File: src/rtl/uart_tx_arb_pkg.sv
// Shared types and constants for the UART transmit arbiter.
// Build option: UART_TX_ARB_RR_EN selects round-robin tie breaking.
package uart_tx_arb_pkg;

    // Arbiter state encoding. Also driven out on the debug port.
    typedef enum logic [2:0] {
        IDLE  = 3'd0,
        START = 3'd1,
        DATA  = 3'd2,
        STOP  = 3'd3,
        HOLD  = 3'd4
    } state_t;

    // Requester indices. These are also the bit positions in grant.
    localparam int REQ_PONG = 0;
    localparam int REQ_DUMP = 1;

    // An 8N1 frame is one start bit, eight data bits and one stop bit.
    localparam int FRAME_BITS = 10;

    // Build the on-wire frame. Bit 0 goes out first.
    function automatic logic [FRAME_BITS-1:0] frame_bits(input logic [7:0] data);
        return {1'b1, data, 1'b0};
    endfunction

endpackage

File: src/rtl/uart_tx_arbiter_core.sv
// 8N1 UART shifter: baud counter plus a 10-bit frame shift register.
// A load pulse starts a frame while the core is idle. done pulses during
// the last cycle of the stop bit. bit_end marks the last cycle of every bit.
module uart_tx_core
    import uart_tx_arb_pkg::*;
#(
    parameter int CLKS_PER_BIT = 868
) (
    input  logic       clk,
    input  logic       rst,
    input  logic       load,
    input  logic [7:0] data,
    output logic       serial_out,
    output logic       bit_end,
    output logic       done
);

    localparam int BAUD_W = (CLKS_PER_BIT > 1) ? $clog2(CLKS_PER_BIT) : 1;
    localparam logic [BAUD_W-1:0] BAUD_LAST = BAUD_W'(CLKS_PER_BIT - 1);
    localparam logic [3:0] BIT_LAST = 4'(FRAME_BITS - 1);

    logic [BAUD_W-1:0]     baud_cnt;
    logic [3:0]            bit_cnt;
    logic [FRAME_BITS-1:0] shreg;
    logic                  active;

    assign bit_end = active && (baud_cnt == BAUD_LAST);
    assign done    = bit_end && (bit_cnt == BIT_LAST);

    // Shift one frame out. serial_out is registered and always equals shreg[0]
    // of the bit currently on the wire, or 1 while idle.
    always_ff @(posedge clk or posedge rst) begin
        if (rst) begin
            baud_cnt   <= '0;
            bit_cnt    <= '0;
            shreg      <= '1;
            active     <= 1'b0;
            serial_out <= 1'b1;
        end else if (load) begin
            shreg      <= frame_bits(data);
            serial_out <= 1'b0;
            active     <= 1'b1;
            baud_cnt   <= '0;
            bit_cnt    <= '0;
        end else if (active) begin
            if (bit_end) begin
                baud_cnt <= '0;
                if (done) begin
                    active     <= 1'b0;
                    bit_cnt    <= '0;
                    serial_out <= 1'b1;
                end else begin
                    bit_cnt    <= bit_cnt + 4'd1;
                    shreg      <= {1'b1, shreg[FRAME_BITS-1:1]};
                    serial_out <= shreg[1];
                end
            end else begin
                baud_cnt <= baud_cnt + BAUD_W'(1);
            end
        end
    end

endmodule

File: src/rtl/uart_tx_arbiter.sv
// Per-packet arbiter that shares one UART transmitter between the pong
// responder and the ADC dump path.
// Build option: define UART_TX_ARB_RR_EN for round-robin tie breaking.
// Without it, pong always wins ties.
//
// Handshake: a byte moves on any cycle where valid && ready are both high.
// Ready is combinational. It is high only in IDLE (for the arbitration
// winner among the valid requesters) or in HOLD (for the lock owner). At most
// one ready is high in any cycle. Requesters must keep valid, data and last
// stable until the byte is accepted.
module uart_tx_arbiter
    import uart_tx_arb_pkg::*;
#(
    parameter int CLKS_PER_BIT = 868,
    parameter int HOLD_TIMEOUT = 65535
) (
    input  logic       clk,
    input  logic       rst,
    input  logic       pong_valid,
    input  logic [7:0] pong_data,
    input  logic       pong_last,
    output logic       pong_ready,
    input  logic       dump_valid,
    input  logic [7:0] dump_data,
    input  logic       dump_last,
    output logic       dump_ready,
    output logic       serial_out,
    output logic [1:0] grant,
    output logic       busy,
    output logic [2:0] dbg_state
);

    localparam int HOLD_W = (HOLD_TIMEOUT > 0) ? $clog2(HOLD_TIMEOUT + 1) : 1;
    localparam logic [HOLD_W-1:0] HOLD_LAST = HOLD_W'((HOLD_TIMEOUT > 0) ? HOLD_TIMEOUT - 1 : 0);

    state_t            state;
    logic              last_q;
    logic [HOLD_W-1:0] hold_cnt;
    logic [2:0]        data_cnt;

    logic       prefer_dump;
    logic       pong_win_idle;
    logic       dump_win_idle;
    logic       acc_pong;
    logic       acc_dump;
    logic       accept;
    logic       acc_last;
    logic [7:0] load_data;
    logic       core_bit_end;
    logic       core_done;

    assign dbg_state = state;

`ifdef UART_TX_ARB_RR_EN
    // Index of the requester that won the last acceptance. It resets to dump,
    // so pong wins the first tie.
    logic last_winner;
    assign prefer_dump = (last_winner == 1'(REQ_PONG));
`else
    assign prefer_dump = 1'b0;
`endif

    // Decide the IDLE winner among the requesters that are currently valid.
    assign pong_win_idle = pong_valid && !(dump_valid && prefer_dump);
    assign dump_win_idle = dump_valid && !(pong_valid && !prefer_dump);

    // Drive the ready outputs: the IDLE winner, or the lock owner while in HOLD.
    always_comb begin
        pong_ready = 1'b0;
        dump_ready = 1'b0;
        case (state)
            IDLE: begin
                pong_ready = pong_win_idle;
                dump_ready = dump_win_idle;
            end
            HOLD: begin
                pong_ready = grant[REQ_PONG];
                dump_ready = grant[REQ_DUMP];
            end
            default: begin
                pong_ready = 1'b0;
                dump_ready = 1'b0;
            end
        endcase
    end

    assign acc_pong  = pong_valid && pong_ready;
    assign acc_dump  = dump_valid && dump_ready;
    assign accept    = acc_pong || acc_dump;
    assign acc_last  = acc_dump ? dump_last : pong_last;
    assign load_data = acc_dump ? dump_data : pong_data;

    uart_tx_core #(
        .CLKS_PER_BIT (CLKS_PER_BIT)
    ) u_core (
        .clk        (clk),
        .rst        (rst),
        .load       (accept),
        .data       (load_data),
        .serial_out (serial_out),
        .bit_end    (core_bit_end),
        .done       (core_done)
    );

    // Main FSM: arbitration, packet lock, hold timeout and frame phase tracking.
    always_ff @(posedge clk or posedge rst) begin
        if (rst) begin
            state    <= IDLE;
            grant    <= 2'b00;
            busy     <= 1'b0;
            last_q   <= 1'b0;
            hold_cnt <= '0;
            data_cnt <= '0;
`ifdef UART_TX_ARB_RR_EN
            last_winner <= 1'(REQ_DUMP);
`endif
        end else begin
            case (state)
                IDLE, HOLD: begin
                    if (accept) begin
                        // An accept in HOLD also covers the timeout cycle.
                        // The byte takes priority and the lock is kept.
                        state    <= START;
                        grant    <= {acc_dump, acc_pong};
                        busy     <= 1'b1;
                        last_q   <= acc_last;
                        hold_cnt <= '0;
`ifdef UART_TX_ARB_RR_EN
                        last_winner <= acc_dump;
`endif
                    end else if (state == HOLD) begin
                        if (hold_cnt >= HOLD_LAST) begin
                            state    <= IDLE;
                            grant    <= 2'b00;
                            hold_cnt <= '0;
                        end else if (hold_cnt != '1) begin
                            hold_cnt <= hold_cnt + HOLD_W'(1);
                        end
                    end
                end
                START: begin
                    if (core_bit_end) begin
                        state    <= DATA;
                        data_cnt <= '0;
                    end
                end
                DATA: begin
                    if (core_bit_end) begin
                        if (data_cnt == 3'd7) begin
                            state <= STOP;
                        end else begin
                            data_cnt <= data_cnt + 3'd1;
                        end
                    end
                end
                STOP: begin
                    if (core_done) begin
                        busy     <= 1'b0;
                        hold_cnt <= '0;
                        if (last_q) begin
                            state <= IDLE;
                            grant <= 2'b00;
                        end else begin
                            state <= HOLD;
                        end
                    end
                end
                default: begin
                    state <= IDLE;
                    grant <= 2'b00;
                    busy  <= 1'b0;
                end
            endcase
        end
    end

endmodule

File: config.mk
export PLATFORM = sky130hd
export DESIGN_NAME = uart_tx_arbiter
export DESIGN_NICKNAME = d
export VERILOG_FILES = /design/src/rtl/uart_tx_arb_pkg.sv /design/src/rtl/uart_tx_arbiter_core.sv /design/src/rtl/uart_tx_arbiter.sv
export SDC_FILE = /design/constraint.sdc
export NUM_CORES = 1
export LEC_CHECK = 0
export BUFFER_PORTS_ARGS = -buffer_cell sky130_fd_sc_hd__buf_2
export CAP_MARGIN = 30
export CORE_UTILIZATION = 55
export DETAILED_ROUTE_END_ITERATION = 8
export PLACE_DENSITY = 0.82
export SLEW_MARGIN = 25
export SYNTH_ARGS = -nofsm -noshare
export SYNTH_HDL_FRONTEND = slang
export SYNTH_SLANG_ARGS = --single-unit
File: constraint.sdc
create_clock -name clk -period 3.1 [get_ports clk]
set_input_delay 0 -clock clk [delete_from_list [all_inputs] [get_ports clk]]
set_output_delay 0 -clock clk [all_outputs]
set_load 0.02 [all_outputs]
======== Word-level counts from Yosys, hierarchy flattened ========
Cells that the tools add are included.
cells by class
  $lt $le $gt $ge ......................... 1
  bitwise gates (word level) .............. 1
  add/subtract/negate cells ............... 4
  equal/unequal tests ..................... 19
  reductions and logical operators ........ 22
  mux-type cells .......................... 51
operators by type and width
  cell                                            count
  two-way mux 16 bit                              5
  two-way mux 10 bit                              7
  two-way mux 3 bit                               11
  case mux 16 bit (2 select lines)                1
  adder 16 x 1 -> 16 bit (second input constant)  1
  >= comparator 16 bit (second input constant)    1
  two-way mux 4 bit                               4
  inequality test 16 bit (second input constant)  1
  inequality test 2 bit (second input constant)   6
  case mux 3 bit (4 select lines)                 1
  two-way mux 1 bit                               11
  adder 10 x 1 -> 10 bit (second input constant)  1
  == test 10 bit (second input constant)          1
  two-way mux 2 bit                               5
  two-way mux 8 bit                               1
  AND reduction 4 bit                             2
  nonzero test 2 bit                              4
  == test 3 x 2 -> 1 bit (second input constant)  2
  == test 3 bit (second input constant)           2
  inequality test 3 bit (second input constant)   2
  case mux 2 bit (3 select lines)                 1
  case mux 3 bit (2 select lines)                 1
  AND reduction 3 bit                             2
  AND reduction 6 bit                             1
  other kinds (16)                                24
storage, ports and cells
  output and inout bits ................... 9
  bits of input ports ..................... 22
  register bits ........................... 52
  logic and storage cells ................. 109

======== Depth between registers and ports, before layout ========
Gate-level depths: netlist of run 1.
  word-level depth ........................ 7
  mapped depth ............................ 11
  gate-level depth less buffers ........... 8

======== By module ========
Synthesis of run 1 repeated with hierarchy kept, for this count alone.
second synthesis, totals
  cells, all modules ...................... 302
  area, all modules ....................... 2941.6 µm²
by module, submodules not included
  module           instances  cells each  area each (µm²)
  uart_tx_arbiter  1          180         1714.1
  uart_tx_core     1          122         1227.4

======== Worst setup path before layout of run 1 ========
OpenSTA, ideal clock, no wires.
  kind .................................... register to register
  start ................................... reg u_core.baud_cnt[3]
  end ..................................... reg hold_cnt[7]
  path slack .............................. 0.733 ns
  clock period less this slack ............ 2.367 ns
  path buffers ............................ 1
  data arrival time ....................... 2.301 ns
  library setup time ...................... 0.066 ns
  required time ........................... 3.034 ns
  cell stages (with the launch flop) ...... 8
  path through ............................ dfrtp_1 > or4b_4 > nor4b_4 > o21ai_2 > a311o_1 > buf_6 > or4b_1 > nand2_1
on the way
  word-level cells in the longest chain between the ends .. 5
ends and longest elaborated chain
  what                             RTL line                    text
  from (decl)                      uart_tx_arbiter_core.sv:22  logic [BAUD_W-1:0] baud_cnt;
  from (signal assigned)           uart_tx_arbiter_core.sv:58  baud_cnt <= baud_cnt + BAUD_W'(1);
  == test 10 bit                   uart_tx_arbiter_core.sv:27  assign bit_end = active && (baud_cnt == BAUD_LAST);
  logical AND 1 bit                uart_tx_arbiter_core.sv:27
  logical AND 1 bit                uart_tx_arbiter_core.sv:28  assign done = bit_end && (bit_cnt == BIT_LAST);
  inequality test 2 bit (no line)  --
  AND reduction 4 bit (no line)    --
  to (signal assigned)             uart_tx_arbiter.sv:137      hold_cnt <= hold_cnt + HOLD_W'(1);
  to (decl)                        uart_tx_arbiter.sv:38       logic [HOLD_W-1:0] hold_cnt;
No other way between the ends.
A chain may end at the register's enable or synchronous reset.

======== Worst setup path in the final report of run 1 ========
  start ................................... reg u_core.baud_cnt[3]
  end ..................................... reg u_core.shreg[7]
on the way
  word-level cells in the longest chain between the ends .. 5
  elaborated cells on any way between the ends .. 6
  classes of those cells .................. eq/ne (2); reduce/logical (4)
ends and longest elaborated chain
  what                               RTL line                    text
  == test 10 bit (*)                 uart_tx_arbiter_core.sv:27
  logical AND 1 bit (*)              uart_tx_arbiter_core.sv:27
  logical AND 1 bit                  uart_tx_arbiter_core.sv:28
  inequality test 2 bit (no line)    --
  AND reduction 3 bit (no line) (*)  --
  to (signal assigned)               uart_tx_arbiter_core.sv:40  shreg <= frame_bits(data);
  to (signal assigned)               uart_tx_arbiter_core.sv:54  shreg <= {1'b1, shreg[FRAME_BITS-1:1]};
  to (decl)                          uart_tx_arbiter_core.sv:24  logic [FRAME_BITS-1:0] shreg;
Mark *: on every way between the ends. The rest lies on a longest branch, timed or not.

==> flow_summary_export.csv, run 1 <==
group,metric,value,unit
status,outcome,"finished clean",
pwr,leakagePower,1.415,nW
cts,clkLatencyLatePin,300,ps
pwr,powerDensity,676.5,nW/um2
cts,htree_levels,2,
logic_synthesis,yosysSeqAreaShare,0.4451,
timing,tightestPinTransition,681.6,ps
cts,clock_path_buffers,2,
route,first_pass_iters,5,
logic_synthesis,synth-edff-count,0,
placement,place_hpwl,4.452,mm
critical_path,crit_slowest_cell,"or4b_4",
timing,skew,9.791,ps
route,vias_per_cell,5.834,
floorplanning,fp.coreArea,4848,um2
route,ant_nets,0,
critical_path,cp-end-kind,"flip-flop",
logic_synthesis,syn_nets,357,
route,drc,0,
critical_path,arrival,2720,ps
critical_path,path_cells,"or4b_4 > or3_1 > o21ai_2 > mux2_2",
flow_run,cap_viol_max_count,0,
critical_path,start_kind,"flip-flop",
timing,drv_slew,0,
pwr,pwr-share-seq,0.441,
cells_and_area,final_nets,390,
logic_synthesis,syn_area_per_cell,8.648,um2
pwr,intPower,1.330,mW
global_route,antenna_found_initial,0,
timing,hold_viol,0,
critical_path,r2r-start,"u_core.baud_cnt[3]$_DFFE_PP0P_",
global_route,grt_overflow_total,0,
global_route,grt_pass1_wl,10.44,mm
logic_synthesis,ys_seq_elements,50,
critical_path,crit_path_end,"u_core.shreg[7]$_DFFE_PP1P_",
timing,finalWorstSetupSlack,610.2,ps
floorplanning,die-height,73.82,um
cts,clk_pin_slew,90,ps
floorplanning,num_io_pins,31,
pwr,p_sw,837.1,uW
logic_synthesis,synth.distinct_cells,43,
cells_and_area,final_common_cell,"nand2_1",
floorplanning,rows,25,
cts,clockRootBuffer,"clkbuf_8",
pwr,clockPowerShare,0.169,
cells_and_area,fin_cells,429,
cells_and_area,diodes,0,
critical_path,cpPeakStageDelay,580,ps
timing,setup-tns-final,0,ps
critical_path,startpoint,"u_core.baud_cnt[3]$_DFFE_PP0P_",
cells_and_area,drive_gt1_frac,0.1851,
critical_path,crit_required,3330,ps
global_route,grt_pass1_vias,2328,
timing,maxSlewHeadroom,0.5442,
critical_path,crit_fanout,12,
pwr,power_frac_comb,0.389,
logic_synthesis,synth_area,2836,um2
route,drt-total-wl,6.087,mm
placement,dp_cells,417,
route,drtIter0Drc,256,
timing,rsz0062_at_grt,"false",
timing,period_share,0.8031,
critical_path,worstReg2RegEnd,"u_core.shreg[7]$_DFFE_PP1P_",
timing,fmax,0.4016,GHz
critical_path,rrSetupSlack,610,ps
timing,setup_violations,0,
cts,cts_made_buffers,5,
route,wl_per_cell,14.19,um
placement,io_buffer_count,30,
floorplanning,die_w,73.82,um
cts,postCtsResizedCells,0,
timing,fin_crit,2490,ps
logic_synthesis,async_reset_ff_frac,1.000,
cts,clock-sinks,50,
critical_path,ff2ff_path_depth,4,
global_route,grt_util_all_layers,0.2465,
floorplanning,dieArea,5449,um2
logic_synthesis,yosysWarnings,0,
pwr,fin_total_pwr,2.167,mW
critical_path,criticalPathCategory,"flip-flop to flip-flop",
cells_and_area,area_delta_synth_final,12.92,%
global_route,grt_max_degree,27,
logic_synthesis,synthFlopType,"dfrtp_1",
placement,dp_slack,614.9,ps
placement,place.gp.congestion,0.8878,
timing,hold_ws,20.85,ps
cells_and_area,final_cell_mix,"nand2_1 (55), dfrtp_1 (41), nor2_1 (33)",
min_path,hold_path_class,"input pin to flip-flop",
floorplanning,initial_core_util,0.5850,
pwr,p_sw_frac,0.3863,
route,vias,2503,
logic_synthesis,synthCells,328,
cts,cts_tree,"built",
pwr,peakVddDrop,502.3,uV
-- timing repair --
action,in CTS,in global routing
setup endpoints to repair,0,0
setup buffers,0,0
hold buffers,4,0
hold endpoints to repair,27,0
-- power by group through the flow --
| stage | Combinational [mW] | Sequential (mW) | Clock, mW |
|---|---|---|---|
| 4_1_cts | 0.841 | 0.952 | 0.375 |
| 3_3_place_gp | 0.789 | 0.954 | 0 |
| 3_5_place_dp | 0.821 | 0.964 | 0 |
| 2_1_floorplan | 0.611 | 0.947 | 0 |
| 6_report | 0.844 | 0.956 | 0.367 |
| 5_1_grt | 0.937 | 0.977 | 0.402 |
-- cell type report --
class / count / area, um2
fill: 396 / 1645
tap: 67 / 83.83
clock buffer: 7 / 76.32
multi-input combinational: 257 / 1488
sequential: 50 / 1262
timing repair buffer: 41 / 262.8
inverter: 6 / 22.52
clock inverter: 1 / 7.507
-- sequential cells by signal (all words and copies together), names as in the netlist --
signal,cells
u_core.bit_cnt,4
dbg_state,3
data_cnt,3
u_core.serial_out,1
busy,1
grant,2
u_core.shreg,8
u_core.active,1
last_q,1
u_core.baud_cnt,10
hold_cnt,16
-- cells by family after synthesis --
| group | synth area share |
|---|---|
| flip-flops | 0.4451 |
| buffers and inverters | 0.03044 |
| XOR/XNOR | 0.01853 |
| AO/OA/AOI/OAI | 0.1637 |
| multiplexers | 0.02779 |
| AND/OR/NAND/NOR | 0.2836 |
| adder cells (fa/ha/maj) | 0.03088 |
-- synth_stat cells, drive strengths merged, types with 2 or more instances --
cell type	count	area, um2
or4	2	15.01
nor2	33	123.9
nor3b	2	15.01
nand4	13	81.33
dfrtp	41	1026
dfstp	9	236.5
and4	2	17.52
a311oi	2	17.52
and3	6	37.54
xor2	5	43.79
or4b	2	23.77
a41oi	2	17.52
nor4	3	25.02
ha	7	87.58
a21oi	14	70.07
inv	6	22.52
clkbuf	14	52.55
or3	3	18.77
o31ai	7	52.55
nand2b	9	56.30
mux2	7	78.83
nand2	55	206.5
nand3	12	60.06
nor2b	4	25.02
o21ai	30	157.7
a31oi	13	81.33
nor3	12	60.06
-- critical path, delay by kind of cell, from the launching register on --
family          cells  cell delay (ps)
compound gates      1              430
flops               1              450
mux                 1              390
simple gates        2             1140
-- per-stage QoR --
step | instance area, um2 | utilization
floorplan | 2836 | -
global placement | 3052 | 0.6294
detailed placement | 3079 | 0.6351
CTS | 3203 | 0.6606
global route | 3203 | 0.6606
finish | 3203 | 0.6606
-- layer usage --
layer / vias up / track usage / share of wire
li1: 1243 / - / -
met4: 0 / 0.05556 / 0.0090
met3: 6 / 0.03704 / 0.038
met1: 1188 / 0.3490 / 0.48
met5: - / 0 / 0
met2: 66 / 0.4006 / 0.47
-- how the worst min path moves through the flow --
stage,startpoint,to,slack (ps),cells after the start
finish,pong_data[7],u_core.shreg[8]$_DFFE_PP1P_,20,3
floorplan,dump_data[7],u_core.shreg[8]$_DFFE_PP1P_,90,2
CTS,pong_data[7],u_core.shreg[8]$_DFFE_PP1P_,10,3
detailed placement,rst,hold_cnt[12]$_DFFE_PP0P_,100,2
global placement,dump_data[7],u_core.shreg[8]$_DFFE_PP1P_,210,3
global route,pong_data[7],u_core.shreg[8]$_DFFE_PP1P_,40,3
Power figures use the tool's default switching activity.
==> inputs of run 2 (changes only) <==
--- a/config.mk
+++ b/config.mk
@@ -7,9 +7,9 @@
 export LEC_CHECK = 0
 export BUFFER_PORTS_ARGS = -buffer_cell sky130_fd_sc_hd__buf_2
 export CAP_MARGIN = 30
-export CORE_UTILIZATION = 55
+export CORE_UTILIZATION = 53
 export DETAILED_ROUTE_END_ITERATION = 8
-export PLACE_DENSITY = 0.82
+export PLACE_DENSITY = 0.83
 export SLEW_MARGIN = 25
 export SYNTH_ARGS = -nofsm -noshare
 export SYNTH_HDL_FRONTEND = slang
==> constraint.sdc (replaced) <==
create_clock -name clk -period 2.25 [get_ports clk]
set_input_delay 0 -clock clk [delete_from_list [all_inputs] [get_ports clk]]
set_output_delay 0 -clock clk [all_outputs]
set_load 0.02 [all_outputs]
==> run 2 against run 1 <==
The run now ends with setup timing left. Clock skew shrank 2.9 ps. Routed wire length grew 7.4%. Worst setup slack lost 620 ps. Global-route usage grew 0.72 points. Count of clock-buffer cells in the layout shrank 1. Largest power group is now combinational cells. Maximum frequency grew 10%. Combinational power grew 65%. Final cell count grew 5.6%. Via count grew 4.8%. Sequential cell count is the same. Critical endpoint is now u_core.bit_cnt[3]$_DFFE_PP0P_.
==> flow_summary_export.csv, run 2 (synthesized netlist as in run 1, its figures left out) <==
group,metric,value,unit
pwr,fin_total_pwr,3.178,mW
floorplanning,num_io_pins,31,
floorplanning,dieArea,5648,um2
critical_path,cp-end-kind,"flip-flop",
critical_path,critPathTopFamily,"simple AND/OR/NAND/NOR gates",
global_route,grt_util_all_layers,0.2538,
timing,fmax,0.4421,GHz
global_route,grt_pass1_wl,10.83,mm
placement,dp_slack,37.65,ps
pwr,p_sw,1.217,mW
cells_and_area,diodes,0,
cells_and_area,final_common_cell,"nand2_1",
cts,clock-sinks,50,
cells_and_area,final_cell_mix,"nand2_1 (55), dfrtp_1 (40), nor2_1 (33)",
global_route,antenna_found_initial,0,
pwr,peakVddDrop,516.5,uV
timing,fin_crit,2262,ps
cells_and_area,largest_reg_flops,16,
route,drtIter0Drc,111,
timing,hold_viol,0,
floorplanning,fp.coreArea,5140,um2
cells_and_area,top_regs,"hold_cnt: 16 flops, u_core.baud_cnt: 10 flops, u_core.shreg: 8 flops",
critical_path,cp_num_buf_inv,2,
route,drc,0,
critical_path,cpPeakStageDelay,560,ps
status,outcome,"finished with violations",
placement,placed_area,3218,um2
timing,skew,6.849,ps
timing,finalWorstSetupSlack,-11.75,ps
timing,rsz0062_at_grt,"true",
cells_and_area,area_delta_synth_final,18.92,%
timing,tightestPinTransition,769.1,ps
pwr,leakagePower,1.522,nW
critical_path,crit_required,2490,ps
cells_and_area,drive_gt1_frac,0.2428,
critical_path,crit_slowest_cell,"or4b_4",
timing,period_share,1.005,
status,violations,"setup timing",
floorplanning,initial_core_util,0.5518,
cells_and_area,fin_area,3373,um2
cts,cts_made_buffers,5,
timing,drv_slew,0,
route,drt-total-wl,6.540,mm
placement,io_buffer_count,30,
critical_path,crit_fanout,11,
floorplanning,die-height,75.16,um
placement,place.gp.congestion,0.9273,
floorplanning,die_w,75.16,um
route,ant_nets,0,
flow_run,cap_viol_max_count,0,
pwr,power_frac_comb,0.438,
cells_and_area,final_nets,411,
cts,cts_tree,"built",
pwr,p_sw_frac,0.3828,
route,first_pass_iters,4,
timing,setup_violations,2,
global_route,grt_overflow_total,0,
route,vias,2622,
floorplanning,rows,26,
global_route,grt_max_degree,46,
cells_and_area,top_register,"hold_cnt",
min_path,hold_path_class,"input pin to flip-flop",
global_route,grt_pass1_vias,2375,
pwr,clockPowerShare,0.161,
critical_path,criticalPathCategory,"flip-flop to flip-flop",
pwr,powerDensity,942.2,nW/um2
placement,place_hpwl,4.570,mm
cts,clkLatencyLatePin,310,ps
cts,clk_pin_slew,90,ps
route,wl_per_cell,14.44,um
timing,hold_ws,8.446,ps
timing,setup-tns-final,-19.11,ps
critical_path,path_cells,"or4b_4 > buf_4 > or3_1 > buf_4 > or3_1 > a21oi_1",
pwr,pwr-share-seq,0.402,
pwr,intPower,1.962,mW
route,vias_per_cell,5.788,
cts,clockRootBuffer,"clkbuf_8",
critical_path,start_kind,"flip-flop",
cts,clock_path_buffers,2,
critical_path,arrival,2500,ps
cts,htree_levels,2,
timing,maxSlewHeadroom,0.4867,
## run 2: changes by cell type in the layout (fill, tap and decap cells not counted), moves of 3 or more
cell	before	now
o21ai_1	0	7
clkinv_2	0	3
o21ai_0	28	21
buf_4	6	27
## run 2: path summary, 6_finish.rpt
path | slack (ps) | start | to | cells past startpoint
hold reg to reg | 490 | data_cnt[2]$_DFFE_PP0P_ | data_cnt[2]$_DFFE_PP0P_ | 2
setup reg to reg | -10 | u_core.baud_cnt[2]$_DFFE_PP0P_ | u_core.bit_cnt[3]$_DFFE_PP0P_ | 6
setup / recovery | -10 | u_core.baud_cnt[2]$_DFFE_PP0P_ | u_core.bit_cnt[3]$_DFFE_PP0P_ | 6
max in group asynchronous | 1240 | rst | u_core.shreg[8]$_DFFE_PP1P_ | 4
min in group asynchronous | 350 | rst | dbg_state[0]$_DFFE_PP0P_ | 3
hold / removal | 8 | pong_data[7] | u_core.shreg[8]$_DFFE_PP1P_ | 3
## run 2: final cells by class
cell class,count,area (um2)
Sequential cell,50,1264
Multi-Input combinational cell,257,1503
Clock buffer,6,72.57
Clock inverter,2,10.01
Tap cell,70,87.58
Fill cell,418,1767
Inverter,6,23.77
Timing Repair Buffer,62,412.9
## run 2: worst reg2reg max path, stage by stage (launching register included)
cell and delay, ps:
dfrtp_1 390, or4b_4 560, buf_4 160, or3_1 390, buf_4 200, or3_1 350, a21oi_1 150
## run 2: repair_timing
| action | 4_1_cts | 5_1_grt |
|---|---|---|
| buffers inserted | 0 | 2 |
| hold buffers | 4 | 0 |
| endpoints found under the hold margin | 43 | 0 |
| setup endpoints to repair | 0 | 16 |
| resized for setup | 0 | 11 |
## run 2: stage by stage
stage,utilization,cells
global placement,0.6261,439
detailed placement,0.6261,439
floorplan,-,328
global route,0.6563,453
finish,0.6563,453
CTS,0.6500,451
## run 2: layer usage
layer | wire length (um) | vias up | share of wire | global-route usage
met5 | 0 | - | 0 | 0
met2 | 3058 | 85 | 0.47 | 0.3924
li1 | - | 1288 | - | -
met3 | 309 | 11 | 0.047 | 0.04150
met1 | 3088 | 1238 | 0.47 | 0.3680
met4 | 83 | 0 | 0.013 | 0.07819
## run 2: power groups by stage
stage / Sequential (mW) / Combinational, mW / Clock [mW]
after floorplan: 1.30 / 0.842 / 0
after global placement: 1.28 / 1.29 / 0
after detailed placement: 1.29 / 1.32 / 0
after CTS: 1.28 / 1.34 / 0.521
after global routing: 1.30 / 1.55 / 0.556
final: 1.28 / 1.39 / 0.510
==> inputs of run 3 (changes only) <==
--- a/config.mk
+++ b/config.mk
@@ -9,7 +9,7 @@
 export CAP_MARGIN = 30
 export CORE_UTILIZATION = 53
 export DETAILED_ROUTE_END_ITERATION = 8
-export PLACE_DENSITY = 0.83
+export PLACE_DENSITY = 0.84
 export SLEW_MARGIN = 25
 export SYNTH_ARGS = -nofsm -noshare
 export SYNTH_HDL_FRONTEND = slang
==> run 3 against run 2 <==
The run still ends with setup timing left. First-iteration DRC count increased by 86%. Worst hold slack better by 58 ps. Non-clock buffer count up 3. Sequential power is essentially flat. Total power rose by 3.9%. Clock power rose by 25%. Count of clock-buffer cells in the layout is 1 lower. Register-to-register slack about the same. Critical path depth unchanged. Final cell count rose by 0.66%. Maximum frequency down 0.15%.
==> flow_summary_export.csv, run 3 (synthesized netlist as in run 1, its figures left out) <==
group,metric,value,unit
status,outcome,"finished with violations",
status,violations,"setup timing",
placement,dp_slack,17.39,ps
cts,cts_made_buffers,5,
cts,clock-sinks,50,
cts,clk_pin_slew,90,ps
cts,clkLatencyLatePin,310,ps
global_route,grt_overflow_total,0,
critical_path,rrSetupSlack,-20,ps
cells_and_area,fin_cells,456,
timing,maxSlewHeadroom,0.5876,
pwr,fin_total_pwr,3.303,mW
critical_path,criticalPathCategory,"flip-flop to flip-flop",
cells_and_area,top_regs,"hold_cnt: 16 flops, u_core.baud_cnt: 10 flops, u_core.shreg: 8 flops",
cells_and_area,diodes,0,
floorplanning,rows,26,
critical_path,arrival,2510,ps
critical_path,startpoint,"u_core.baud_cnt[3]$_DFFE_PP0P_",
pwr,powerDensity,962.5,nW/um2
global_route,grt_pass1_wl,10.85,mm
placement,dp_cells,441,
critical_path,start_kind,"flip-flop",
placement,io_buffer_count,30,
critical_path,crit_slowest_cell,"or4b_4",
placement,placed_area,3233,um2
pwr,leakagePower,1.544,nW
timing,setup_violations,1,
timing,fmax,0.4415,GHz
floorplanning,initial_core_util,0.5518,
cells_and_area,final_nets,414,
cells_and_area,top_register,"hold_cnt",
min_path,hold_path_class,"input pin to flip-flop",
route,drtIter0Drc,207,
route,ant_nets,0,
global_route,grt_max_degree,51,
cells_and_area,fin_area,3432,um2
cells_and_area,seq_area,1262,um2
pwr,peakVddDrop,639.3,uV
cts,clock_path_buffers,2,
timing,setup-tns-final,-15.05,ps
timing,skew,8.319,ps
min_path,hold_path_startpoint,"dump_valid",
cells_and_area,drive_gt1_frac,0.2487,
route,first_pass_iters,5,
timing,drv_slew,0,
timing,tightestPinTransition,618.6,ps
route,drc,0,
cells_and_area,area_delta_synth_final,21.00,%
cells_and_area,multiInputGateArea,1508,um2
global_route,grt_util_all_layers,0.2559,
global_route,grt_pass1_vias,2319,
cells_and_area,largest_reg_flops,16,
cells_and_area,final_cell_mix,"nand2_1 (55), dfrtp_1 (41), nor2_1 (33)",
floorplanning,fp.coreArea,5140,um2
global_route,antenna_found_initial,0,
floorplanning,die-height,75.16,um
route,drt-total-wl,6.618,mm
flow_run,cap_viol_max_count,0,
critical_path,path_cells,"or4b_4 > nor4b_4 > o21ai_2 > a311o_1 > or4b_1 > nand2_1",
cts,clockRootBuffer,"clkbuf_8",
placement,place_hpwl,4.607,mm
cts,cts_tree,"built",
timing,rsz0062_at_grt,"true",
critical_path,cp-end-kind,"flip-flop",
critical_path,crit_required,2500,ps
floorplanning,num_io_pins,31,
route,vias,2646,
critical_path,cpPeakStageDelay,570,ps
timing,period_share,1.007,
critical_path,crit_fanout,3,
cells_and_area,final_common_cell,"nand2_1",
timing,finalWorstSetupSlack,-15.05,ps
route,wl_per_cell,14.51,um
cts,htree_levels,2,
cells_and_area,num-fill-cells,419,
route,vias_per_cell,5.803,
floorplanning,die_w,75.16,um
timing,hold_viol,0,
floorplanning,dieArea,5648,um2
timing,fin_crit,2265,ps
placement,place.gp.congestion,0.9752,
critical_path,r2r-start,"u_core.baud_cnt[3]$_DFFE_PP0P_",
run 3: changes by cell type in the layout (fill, tap and decap cells not counted), sizes merged:
cell         change
clkinv           -3
buf              +2
clkinvlp         +2
bufinv           +1
clkbuf           -1
dlygate4sd3      +1
inv              +1
run 3: final timing paths:
| kind | endpoint | cells after the start |
|---|---|---|
| min | dbg_state[2]$_DFFE_PP0P_ | 3 |
| max | hold_cnt[7]$_DFFE_PP0P_ | 6 |
| min in group asynchronous | hold_cnt[11]$_DFFE_PP0P_ | 4 |
| max in group asynchronous | grant[1]$_DFFE_PP0P_ | 4 |
| min reg2reg | data_cnt[2]$_DFFE_PP0P_ | 2 |
| max reg2reg | hold_cnt[7]$_DFFE_PP0P_ | 6 |
run 3: cell type report:
| class | count | share of cell area |
|---|---|---|
| Clock buffer | 5 | 0.02005 |
| Clock inverter | 3 | 0.01312 |
| Inverter | 6 | 0.006562 |
| Multi-Input combinational cell | 257 | 0.4393 |
| Sequential cell | 50 | 0.3678 |
| Tap cell | 70 | 0.02552 |
| Timing Repair Buffer | 65 | 0.1276 |
run 3: per-layer routing:
layer	wire [um]	track usage	share of wire
met3	397	0.05355	0.060
met4	114	0.08025	0.017
met1	3001	0.3597	0.45
met5	0	0	0
met2	3104	0.3994	0.47
run 3: stage by stage:
stage,hold WS [ps],util
after floorplan,94.56,-
final,66.20,0.6677
after CTS,62.65,0.6609
after global routing,79.42,0.6677
after detailed placement,211.7,0.6290
after global placement,199.5,0.6290
run 3: worst max-delay path, delay by kind of cell, from the launching register on:
kind | cells | cell delay [ps]
flops | 1 | 390
compound gates | 2 | 370
simple gates | 4 | 1440
run 3: report_power, final:
group | switching, mW | internal (mW)
Clock | 0.306 | 0.331
Sequential | 0.154 | 1.13
Combinational | 0.776 | 0.607
run 3: repair_timing:
| action | CTS | global route |
|---|---|---|
| setup endpoints to repair | 1 | 14 |
| hold endpoints to repair | 43 | 0 |
| gates resized for setup | 0 | 9 |
| hold buffers | 5 | 0 |
| setup buffers | 0 | 2 |
